### src/rtl/led_bank_pkg.sv
// Shared types and constants for the LED blinker bank.
package led_bank_pkg;

    // Per-channel operating mode.
    typedef enum logic [1:0] {
        LM_OFF   = 2'd0,
        LM_ON    = 2'd1,
        LM_BLINK = 2'd2,
        LM_PULSE = 2'd3
    } led_mode_t;

    // Prescaler divide ratio used when building for simulation.
    localparam int SIM_TICK_DIV = 100;

    // LED level a channel shows in the cycle right after it is configured.
    function automatic logic mode_led_init(input led_mode_t mode);
        logic led_v;
        case (mode)
            LM_OFF:   led_v = 1'b0;
            LM_ON:    led_v = 1'b1;
            LM_BLINK: led_v = 1'b1;
            LM_PULSE: led_v = 1'b1;
            default:  led_v = 1'b0;
        endcase
        return led_v;
    endfunction

endpackage

### src/rtl/led_channel.sv
// One LED channel: holds mode, period, tick phase, LED level and pulse-busy flag.
// A write always wins over a same-cycle tick and restarts the channel at phase 0.
module led_channel
    import led_bank_pkg::*;
#(
    parameter int PER_W = 8
) (
    input  logic             sys_clk,
    input  logic             sys_rst,
    input  logic             tick,
    input  logic             wr,
    input  led_mode_t        mode,
    input  logic [PER_W-1:0] period,
    output logic             led,
    output logic             busy
);

    led_mode_t        mode_r;
    led_mode_t        mode_s;
    logic [PER_W-1:0] period_r;
    logic [PER_W-1:0] period_s;
    logic [PER_W-1:0] phase_r;
    logic [PER_W-1:0] phase_s;
    logic             led_r;
    logic             led_s;
    logic             busy_r;
    logic             busy_s;
    logic [PER_W-1:0] last_phase_s;
    logic             phase_end_s;

    // Last phase index of a period; a period of 0 behaves like 1, so both end at phase 0.
    always_comb begin
        last_phase_s = {PER_W{1'b0}};
        if (period_r == {PER_W{1'b0}}) begin
            last_phase_s = {PER_W{1'b0}};
        end else begin
            last_phase_s = period_r - PER_W'(1'b1);
        end
        phase_end_s = (phase_r == last_phase_s);
    end

    // Next-state logic: configuration load has priority, otherwise advance on tick.
    always_comb begin
        mode_s   = mode_r;
        period_s = period_r;
        phase_s  = phase_r;
        led_s    = led_r;
        busy_s   = busy_r;
        if (wr) begin
            mode_s   = mode;
            period_s = period;
            phase_s  = {PER_W{1'b0}};
            led_s    = mode_led_init(mode);
            busy_s   = (mode == LM_PULSE);
        end else if (tick) begin
            case (mode_r)
                LM_BLINK: begin
                    if (phase_end_s) begin
                        phase_s = {PER_W{1'b0}};
                        led_s   = ~led_r;
                    end else begin
                        phase_s = phase_r + PER_W'(1'b1);
                    end
                end
                LM_PULSE: begin
                    if (phase_end_s) begin
                        led_s  = 1'b0;
                        busy_s = 1'b0;
                        mode_s = LM_OFF;
                    end else begin
                        phase_s = phase_r + PER_W'(1'b1);
                    end
                end
                default: begin
                    // OFF and ON ignore the tick and hold their level.
                    phase_s = phase_r;
                end
            endcase
        end else begin
            phase_s = phase_r;
        end
    end

    // Channel state register with synchronous reset.
    always_ff @(posedge sys_clk) begin
        if (sys_rst) begin
            mode_r   <= LM_OFF;
            period_r <= {PER_W{1'b0}};
            phase_r  <= {PER_W{1'b0}};
            led_r    <= 1'b0;
            busy_r   <= 1'b0;
        end else begin
            mode_r   <= mode_s;
            period_r <= period_s;
            phase_r  <= phase_s;
            led_r    <= led_s;
            busy_r   <= busy_s;
        end
    end

    assign led  = led_r;
    assign busy = busy_r;

endmodule

### src/rtl/led_blinker_bank.sv
// Bank of NB_LEDS independently configured LED channels sharing one prescaler tick.
// Out-of-range channel indices decode to no channel, so such writes are dropped.
module led_blinker_bank
    import led_bank_pkg::*;
#(
    parameter int NB_LEDS  = 8,
`ifdef SIMULATION
    parameter int TICK_DIV = SIM_TICK_DIV,
`else
    parameter int TICK_DIV = 100_000_000,
`endif
    parameter int PER_W    = 8,
    localparam int IDX_W   = (NB_LEDS > 1) ? $clog2(NB_LEDS) : 1
) (
    input  logic               sys_clk,
    input  logic               sys_rst,
    input  logic               cfg_we,
    input  logic [IDX_W-1:0]   cfg_idx,
    input  led_mode_t          cfg_mode,
    input  logic [PER_W-1:0]   cfg_period,
    output logic               tick,
    output logic [NB_LEDS-1:0] led,
    output logic [NB_LEDS-1:0] busy
);

    localparam int               CNT_W   = (TICK_DIV > 1) ? $clog2(TICK_DIV) : 1;
    localparam logic [CNT_W-1:0] CNT_MAX = CNT_W'(TICK_DIV - 1);

    logic [CNT_W-1:0]   cnt_r;
    logic               tick_s;
    logic [NB_LEDS-1:0] wr_s;

    // Tick is decoded straight from the counter so it lines up with the wrap.
    always_comb begin
        tick_s = (cnt_r == CNT_MAX);
    end

    // Free-running prescaler counting 0..TICK_DIV-1.
    always_ff @(posedge sys_clk) begin
        if (sys_rst) begin
            cnt_r <= {CNT_W{1'b0}};
        end else if (tick_s) begin
            cnt_r <= {CNT_W{1'b0}};
        end else begin
            cnt_r <= cnt_r + CNT_W'(1'b1);
        end
    end

    // One-hot write select for the addressed channel.
    always_comb begin
        wr_s = {NB_LEDS{1'b0}};
        for (int i = 0; i < NB_LEDS; i++) begin
            if (cfg_we && (cfg_idx == IDX_W'(i))) begin
                wr_s[i] = 1'b1;
            end else begin
                wr_s[i] = 1'b0;
            end
        end
    end

    for (genvar g = 0; g < NB_LEDS; g++) begin : g_chan
        led_channel #(
            .PER_W (PER_W)
        ) u_chan (
            .sys_clk (sys_clk),
            .sys_rst (sys_rst),
            .tick    (tick_s),
            .wr      (wr_s[g]),
            .mode    (cfg_mode),
            .period  (cfg_period),
            .led     (led[g]),
            .busy    (busy[g])
        );
    end

    assign tick = tick_s;

endmodule

### config.mk
export PLATFORM = sky130hd
export DESIGN_NAME = led_blinker_bank
export DESIGN_NICKNAME = d
export VERILOG_FILES = /design/src/rtl/led_bank_pkg.sv /design/src/rtl/led_channel.sv /design/src/rtl/led_blinker_bank.sv
export SDC_FILE = /design/constraint.sdc
export NUM_CORES = 1
export LEC_CHECK = 0
export BUFFER_PORTS_ARGS = -buffer_cell sky130_fd_sc_hd__buf_2
export CAP_MARGIN = 40
export CORE_ASPECT_RATIO = 1.75
export CORE_MARGIN = 2
export CORE_UTILIZATION = 45
export CTS_CLUSTER_SIZE = 25
export DETAILED_ROUTE_END_ITERATION = 10
export PLACE_DENSITY = 0.66
export RECOVER_POWER = 100
export REMOVE_ABC_BUFFERS = 1
export SLEW_MARGIN = 20
export SYNTH_ARGS = -nofsm -noshare
export SYNTH_HDL_FRONTEND = slang
export SYNTH_HIERARCHICAL = 1
export SYNTH_SLANG_ARGS = --single-unit
### constraint.sdc
create_clock -name sys_clk -period 8.69 [get_ports sys_clk]
set_clock_uncertainty 0.1 [all_clocks]
set_input_delay 1.738 -clock sys_clk [delete_from_list [all_inputs] [get_ports sys_clk]]
set_output_delay 1.738 -clock sys_clk [all_outputs]
set_load 0.05 [all_outputs]
After elaboration in Yosys (flattened, before gate mapping) --
Index checks and enable logic that the tools add are counted.
Storage, ports and cells: latch bits 0, logic and storage cells 354, memory bits (writable) 0, bits of input ports 16, output and inout port bits 17, memories kept 0, memory bits (read-only) 0, register bits 187
Operators by class: bitwise gates (word level) 8, eq/ne operators 59, multiplexer cells 137, reductions and logical operators 92, add/sub/neg operators 17, div/mod/pow operators 0, $mul 0, shift operators 0, $lt $le $gt $ge 0
Operators with widths (number):
- 8-bit two-way mux | 24
- 8-bit one-hot mux with 2 select lines | 8
- 8-bit by 1-bit adder with 8-bit output (second input constant) | 8
- 8-bit equality test | 8
- 8-bit zero test | 8
- 1-bit two-way mux | 64
- 2-bit two-way mux | 32
- 2-bit nonzero test | 32
- 8-bit by 1-bit subtractor with 8-bit output (second input constant) | 8
- 3-bit by 1-bit != test with 1-bit output (second input constant) | 16
- 3-bit AND reduction | 16
- 2-bit equality test (second input constant) | 18
- 4-bit AND reduction | 8
- 27-bit by 1-bit adder with 27-bit output (second input constant) | 1
- 27-bit equality test (second input constant) | 1
- 3-bit nonzero test | 8
- 1-bit one-hot mux with 2 select lines | 9
- 2-bit OR reduction | 9
- 2-bit != test (second input constant) | 8
- 3-bit equality test (second input constant) | 4
- 1-bit logical AND | 8
- 1-bit NOT | 8
- 3-bit by 2-bit equality test with 1-bit output (second input constant) | 2
- 3-bit by 1-bit equality test with 1-bit output (second input constant) | 1
- other kinds (4) | 4

Depth between registers and ports, before layout --
Gate-level depths: netlist of run 1.
word-level depth 7, mapped depth 11

Cells and area by module --
Netlist of run 1, hierarchy kept.
Modules (own cells, without submodules):
- led_channel (g_chan[0].u_chan ...) | times used 7, area an instance 1292.5 µm², cells each 165
- led_blinker_bank | times used 1, area an instance 1473.9 µm², cells each 189
- led_channel (g_chan[1].u_chan) | times used 1, area an instance 1249.9 µm², cells each 152

Least setup slack after synthesis of run 1 --
No wires, ideal clock.
kind register -> output, start point register cnt_r[5], end point output port tick, cell stages (with the launch flop) 6, path buffers 1, setup slack 3854 ps, data arrival time 2998 ps, cells stage by stage dfxtp_1 -> nand3_1 -> clkbuf_1 -> nor3b_1 -> nand4_1 -> nor3_1
Between the ends: longest elaborated chain between the ends 1
RTL lines:
- from (decl) | RTL line led_blinker_bank.sv:29 | logic [CNT_W-1:0] cnt_r;
- from (signal assigned) | RTL line led_blinker_bank.sv:41 | cnt_r <= {CNT_W{1'b0}};
- from (signal assigned) | RTL line led_blinker_bank.sv:43 | cnt_r <= {CNT_W{1'b0}};
- from (signal assigned) | RTL line led_blinker_bank.sv:45 | cnt_r <= cnt_r + CNT_W'(1'b1);
- 27-bit equality test | RTL line led_blinker_bank.sv:35 | tick_s = (cnt_r == CNT_MAX);
- to (decl) | RTL line led_blinker_bank.sv:21 | output logic tick,
Every way passes these cells.

Final worst setup path of run 1 --
Ends and elaborated chain as after synthesis.

==> run metrics, run 1 <==
switch share 26.9%; Seq pwr share 47.0%; VDD IR max 154 uV; cts repair resizes 0; commonest cells after routing, fill and taps aside dfxtp_1 (187), nor2_1 (186), o21ai_0 (133); clock buffer depth 2; DP Cell Count 1782; # IOs 33; Syn Inst Count 1496; number of flops mapped to enable cells by yosys 0; Final Hold Viols 0; Max FO, Critical Path 16; crit path DAT 3.85 ns; Yosys cell types 66; # rows 78; Clock Tree Root clkbuf_16; Sw Pwr 506 uW; P_leak 4.19 nW; worst hold path class reg2reg; Critical Path RT 6.85 ns; Post-synth ARST share 0%; nets@finish 1514; setup_tns 0 ns; most common library cell in the layout ignoring fill and taps dfxtp_1; post-synthesis sequential element count 187; RSZ-0062 raised after global routing no; pin count of the biggest net entering global routing 47; clk_lat worst skew 0.45 ns; CTS tree done; fmax 0.176 GHz; first-pass GRT wire length 49500 um; Avg Cell Area, Syn 7.87 um2; initial DRC count 622; P&R area growth vs syn 6.32%; antenna violations before repair 0; Placer Congestion 0.880; Worst Path Class, Setup reg2out; layout cell share with drive strength beyond 1 6.03%; mapped cell area 11800 um2; Layout Utilization 48.4%; Reg clk slew, reported paths 0.07 ns; remaining global-route overflow 0; n_diodes 0; Hold-fix buffers, CTS 0; PortBufs 32; final max-slew violation count 128; Initial Util 45.5%; total of max-cap violations 3; Core Box Area 25900 um2; Worst setup EP type primary output; DR DRC count 0; cell taking the most area after synthesis dfxtp_1; fin cells 1813; Combinational Power Share 11.3%; clock tree sinks 187; drt pass-1 iters 5; sequential share of the synthesized area 31.8%; ys flop type dfxtp_1; crit path time final 5.69 ns; Power Internal 1.37 mW; Clk pwr share 41.7%; CTS Buf Count 17; hpwl dp 21200 um; Synth area leaders dfxtp_1 (32%), nor2_1 (6.0%), o21ai_0 (5.7%); Yosys warning total 6; Post-CTS Setup Bufs 0; die height 218 um; Detailed Route WL 29600 um; H-Tree Depth 4; Synth top area share 31.8%; DR vias 10900; Die X 126 um; WHS Path Cells 1; routed len/inst 16.3 um; Worst slew margin -45.4%; total track usage 21.7%; status finished with violations; Finish-stage setup viols 0; DR vias/cell 6.01; PwrDens 150 nW/um2; Final Cycle Share 65.4%; slew at the pin with the worst max-slew slack 2.18 ns; antenna-violating nets left 0; fill cell count 2526; worst r2r path cells 9; die area 27500 um2; failing checks max-capacitance violations, max-slew violations; number of global-route vias before repair 10500; CP startpoint kind flip-flop
[state kept, by name (all words and copies together) (netlist names)]
name / flops
g_chan.u_chan/phase_r: 64
cnt_r: 27
g_chan.u_chan/busy: 8
g_chan.u_chan/led: 8
g_chan.u_chan/period_r: 64
g_chan.u_chan/mode_r: 16
[layout make-up]
cell class                 count  area (um2)  share of cell area [%]
timing repair buffer          44         200                    1.60
inverter                      38         143                    1.14
sequential                   187        3740                    29.9
tap                          320         400                    3.20
multi-input combinational   1193        7450                    59.5
clock inverter                13         143                    1.14
clock buffer                  18         439                    3.51
[metal layers]
layer	part of all wire, %	track usage (%)
met2	53	40.9
met5	0	0
met1	42	23.6
met4	2.6	9.12
met3	3.0	3.68
[critical path, stage by stage, from the launching register on]
cell and delay [ns]:
dfxtp_1 0.39, nand3_1 0.31, nor3b_1 0.28, nand4_1 0.15, nor3_1 1.01, clkbuf_1 0.71
clkbuf_1 0.53
[kinds of logic (layout without fill, tap and decap cells)]
| logic type | after synthesis | in the layout | share of synthesized area [%] |
|---|---|---|---|
| and+or+nand+nor | 706 | 706 | 32.3 |
| xor gates and xnor gates | 66 | 66 | 4.91 |
| muxes | 64 | 64 | 5.44 |
| buffers and inverters | 116 | 113 | 4.66 |
| AOI/OAI and AO/OA | 340 | 340 | 19.0 |
| DFF | 187 | 187 | 31.8 |
| adders and majority gates | 17 | 17 | 1.81 |
[cell usage after synthesis (all sizes together) (10+ instances only)]
master,n
a211o,14
a21oi,72
a311o,10
and2,17
and3,31
buf,26
clkbuf,52
dfxtp,187
ha,17
inv,38
mux2i,64
nand2,123
nand2b,23
nand3,77
nand4,26
nor2,187
nor2b,23
nor3,17
nor3b,26
nor4,25
nor4b,10
o2111ai,15
o21ai,133
o31ai,17
or2,10
or3,67
or4,24
xnor2,31
xor2,35
[power by group through the flow]
stage | sequential, mW | combinational, mW | clock, mW
floorplan | 0.903 | 0.145 | 0
global placement | 0.902 | 0.211 | 0
detailed placement | 0.903 | 0.215 | 0
CTS | 0.883 | 0.216 | 0.804
global route | 0.885 | 0.237 | 0.837
finish | 0.883 | 0.213 | 0.784
[path summary, 6_finish.rpt]
kind | from | end | slack (ns)
worst min register to register | cnt_r[0] | cnt_r[0] | 0.36
worst max register to register | cnt_r[5] | g_chan[1].u_chan/phase_r[7] | 4.36
worst min-delay path | cnt_r[0] | cnt_r[0] | 0.36
worst max-delay path | cnt_r[5] | tick | 3.00
[through the flow]
stage,cell area [um2],setup WS (ns),hold WS (ns),power [mW]
after global placement,12000,4.49,0.341,1.11
after detailed placement,12000,4.46,0.353,1.12
after global routing,12500,2.67,0.405,1.96
after floorplan,11400,3.85,0.325,1.05
final,12500,3.00,0.362,1.88
after CTS,12600,3.96,0.370,1.90
Power figures use the tool's default switching activity.
==> inputs of run 2 (changes only) <==
--- a/config.mk
+++ b/config.mk
@@ -12,7 +12,7 @@
 export CORE_UTILIZATION = 45
 export CTS_CLUSTER_SIZE = 25
 export DETAILED_ROUTE_END_ITERATION = 10
-export PLACE_DENSITY = 0.66
+export PLACE_DENSITY = 0.68
 export RECOVER_POWER = 100
 export REMOVE_ABC_BUFFERS = 1
 export SLEW_MARGIN = 20
==> constraint.sdc (replaced) <==
create_clock -name sys_clk -period 4.6 [get_ports sys_clk]
set_clock_uncertainty 0.1 [all_clocks]
set_input_delay 0.92 -clock sys_clk [delete_from_list [all_inputs] [get_ports sys_clk]]
set_output_delay 0.92 -clock sys_clk [all_outputs]
set_load 0.05 [all_outputs]
==> run 2 against run 1 <==
Effect of this change:
- the flow now finishes without violations
- non-clock buffer count rose by 2
- first-iteration DRC count shrank 7.6%
- worst setup slack worse by 2.1 ns
- final area decreased by 0.38%
- critical path type unchanged
- largest cell class unchanged
- highest routed layer is now met5
==> run metrics, run 2 (synthesized netlist as in run 1, its figures left out) <==
status finished, final reports clean; Hold-fix buffers, CTS 0; DR vias 11000; Core Box Area 25900 um2; CTS Buf Count 17; CTS tree done; Final Hold Viols 0; DR DRC count 0; RSZ-0062 raised after global routing no; Worst slew margin 5.03%; clock tree sinks 187; Clock Tree Root clkbuf_16; DR vias/cell 6.04; Finish-stage setup viols 0; Critical Path RT 3.58 ns; pre-CTS setup slack 1.47 ns; die height 218 um; Post-CTS Setup Bufs 0; Worst Path Class, Setup reg2out; PortBufs 32; met1 GRT Util 23.0%; Detailed Route WL 29600 um; antenna-violating nets left 0; routed len/inst 16.3 um; crit path time final 3.66 ns; crit path DAT 2.64 ns; number of global-route vias before repair 10400; initial DRC count 575; layout cell share with drive strength beyond 1 5.48%; Placer Congestion 0.872; first-pass GRT wire length 49300 um; DP Cell Count 1784; Reg clk slew, reported paths 0.07 ns; fin cells 1816; met3 usage 3.93%; worst hold path class reg2reg; # rows 78; fin worst setup slack 0.941 ns; VDD IR max 265 uV; commonest cells after routing, fill and taps aside nor2_1 (187), dfxtp_1 (187), o21ai_0 (133); P_leak 4.17 nW; total power 3.51 mW; fmax 0.273 GHz; pin count of the biggest net entering global routing 63; # IOs 33; Initial Util 45.5%; H-Tree Depth 4; Worst setup EP type primary output; remaining global-route overflow 0; CP startpoint kind flip-flop; nets@finish 1516; setup_tns 0 ns; n_diodes 0; grt peak-use layer met2; drt pass-1 iters 7; Min Hold Slack 0.358 ns; PwrDens 282 nW/um2; die area 27500 um2; top flop regs g_chan.u_chan/period_r (64), g_chan.u_chan/phase_r (64), cnt_r (27); hpwl dp 21500 um; total of max-cap violations 0; Max FO, Critical Path 25; P&R area growth vs syn 5.92%; cts repair resizes 0; total track usage 21.6%; Die X 126 um; slew at the pin with the worst max-slew slack 1.41 ns; met2 GRT Util 40.7%; fill cell count 2536; final max-slew violation count 0; antenna violations before repair 1; clock buffer depth 2; clk_lat worst skew 0.45 ns; Final Cycle Share 79.5%
run 2: cell types whose count changed in the layout (fill, tap and decap cells not counted), sizes merged:
cell / delta
clkinv: -1
clkbuf: +2
bufinv: -1
inv: +4
clkinvlp: -1
run 2: final timing paths:
path	start	depth (start not counted)	endpoint	slack, ns
max	cnt_r[5]	6	tick	0.94
min	cnt_r[0]	1	cnt_r[0]	0.36
max reg2reg	g_chan[4].u_chan/period_r[0]	9	g_chan[4].u_chan/phase_r[5]	1.14
min reg2reg	cnt_r[0]	1	cnt_r[0]	0.36
run 2: stage by stage:
stage          util [%]  instance area (um2)
2_1_floorplan         -                11400
3_3_place_gp       46.6                12100
3_5_place_dp       46.6                12100
4_1_cts            48.8                12600
5_1_grt            48.2                12500
6_report           48.2                12500
run 2: worst max-delay path: stages, from the launching register on:
cell and delay, ns:
dfxtp_1 0.41, nand3_1 0.33, nor3b_1 0.28, nand4_1 0.13, nor3_1 0.17, buf_4 0.34, clkbuf_1 0.51
run 2: area by class of cell:
type / instances / area [um2] / share of cell area, %
inverters: 38 / 143 / 1.14
clock inverters: 14 / 135 / 1.08
multi-input cells: 1193 / 7410 / 59.4
clock buffers: 18 / 429 / 3.44
well taps: 320 / 400 / 3.21
flip-flops and latches: 187 / 3740 / 30.0
repair buffers: 46 / 208 / 1.67
run 2: metal layers:
layer	up-vias	wire [um]
met1	5237	11700
met5	-	16
li1	5461	-
met3	67	1130
met2	195	15800
met4	2	995
run 2: report_power, final:
group	total [mW]	leakage, nW	internal [mW]	switching, mW
clock	1.45	0.265	0.756	0.693
combinational	0.397	2.39	0.142	0.256
sequential	1.67	1.51	1.64	0.0298
total	3.51	4.17	2.54	0.978
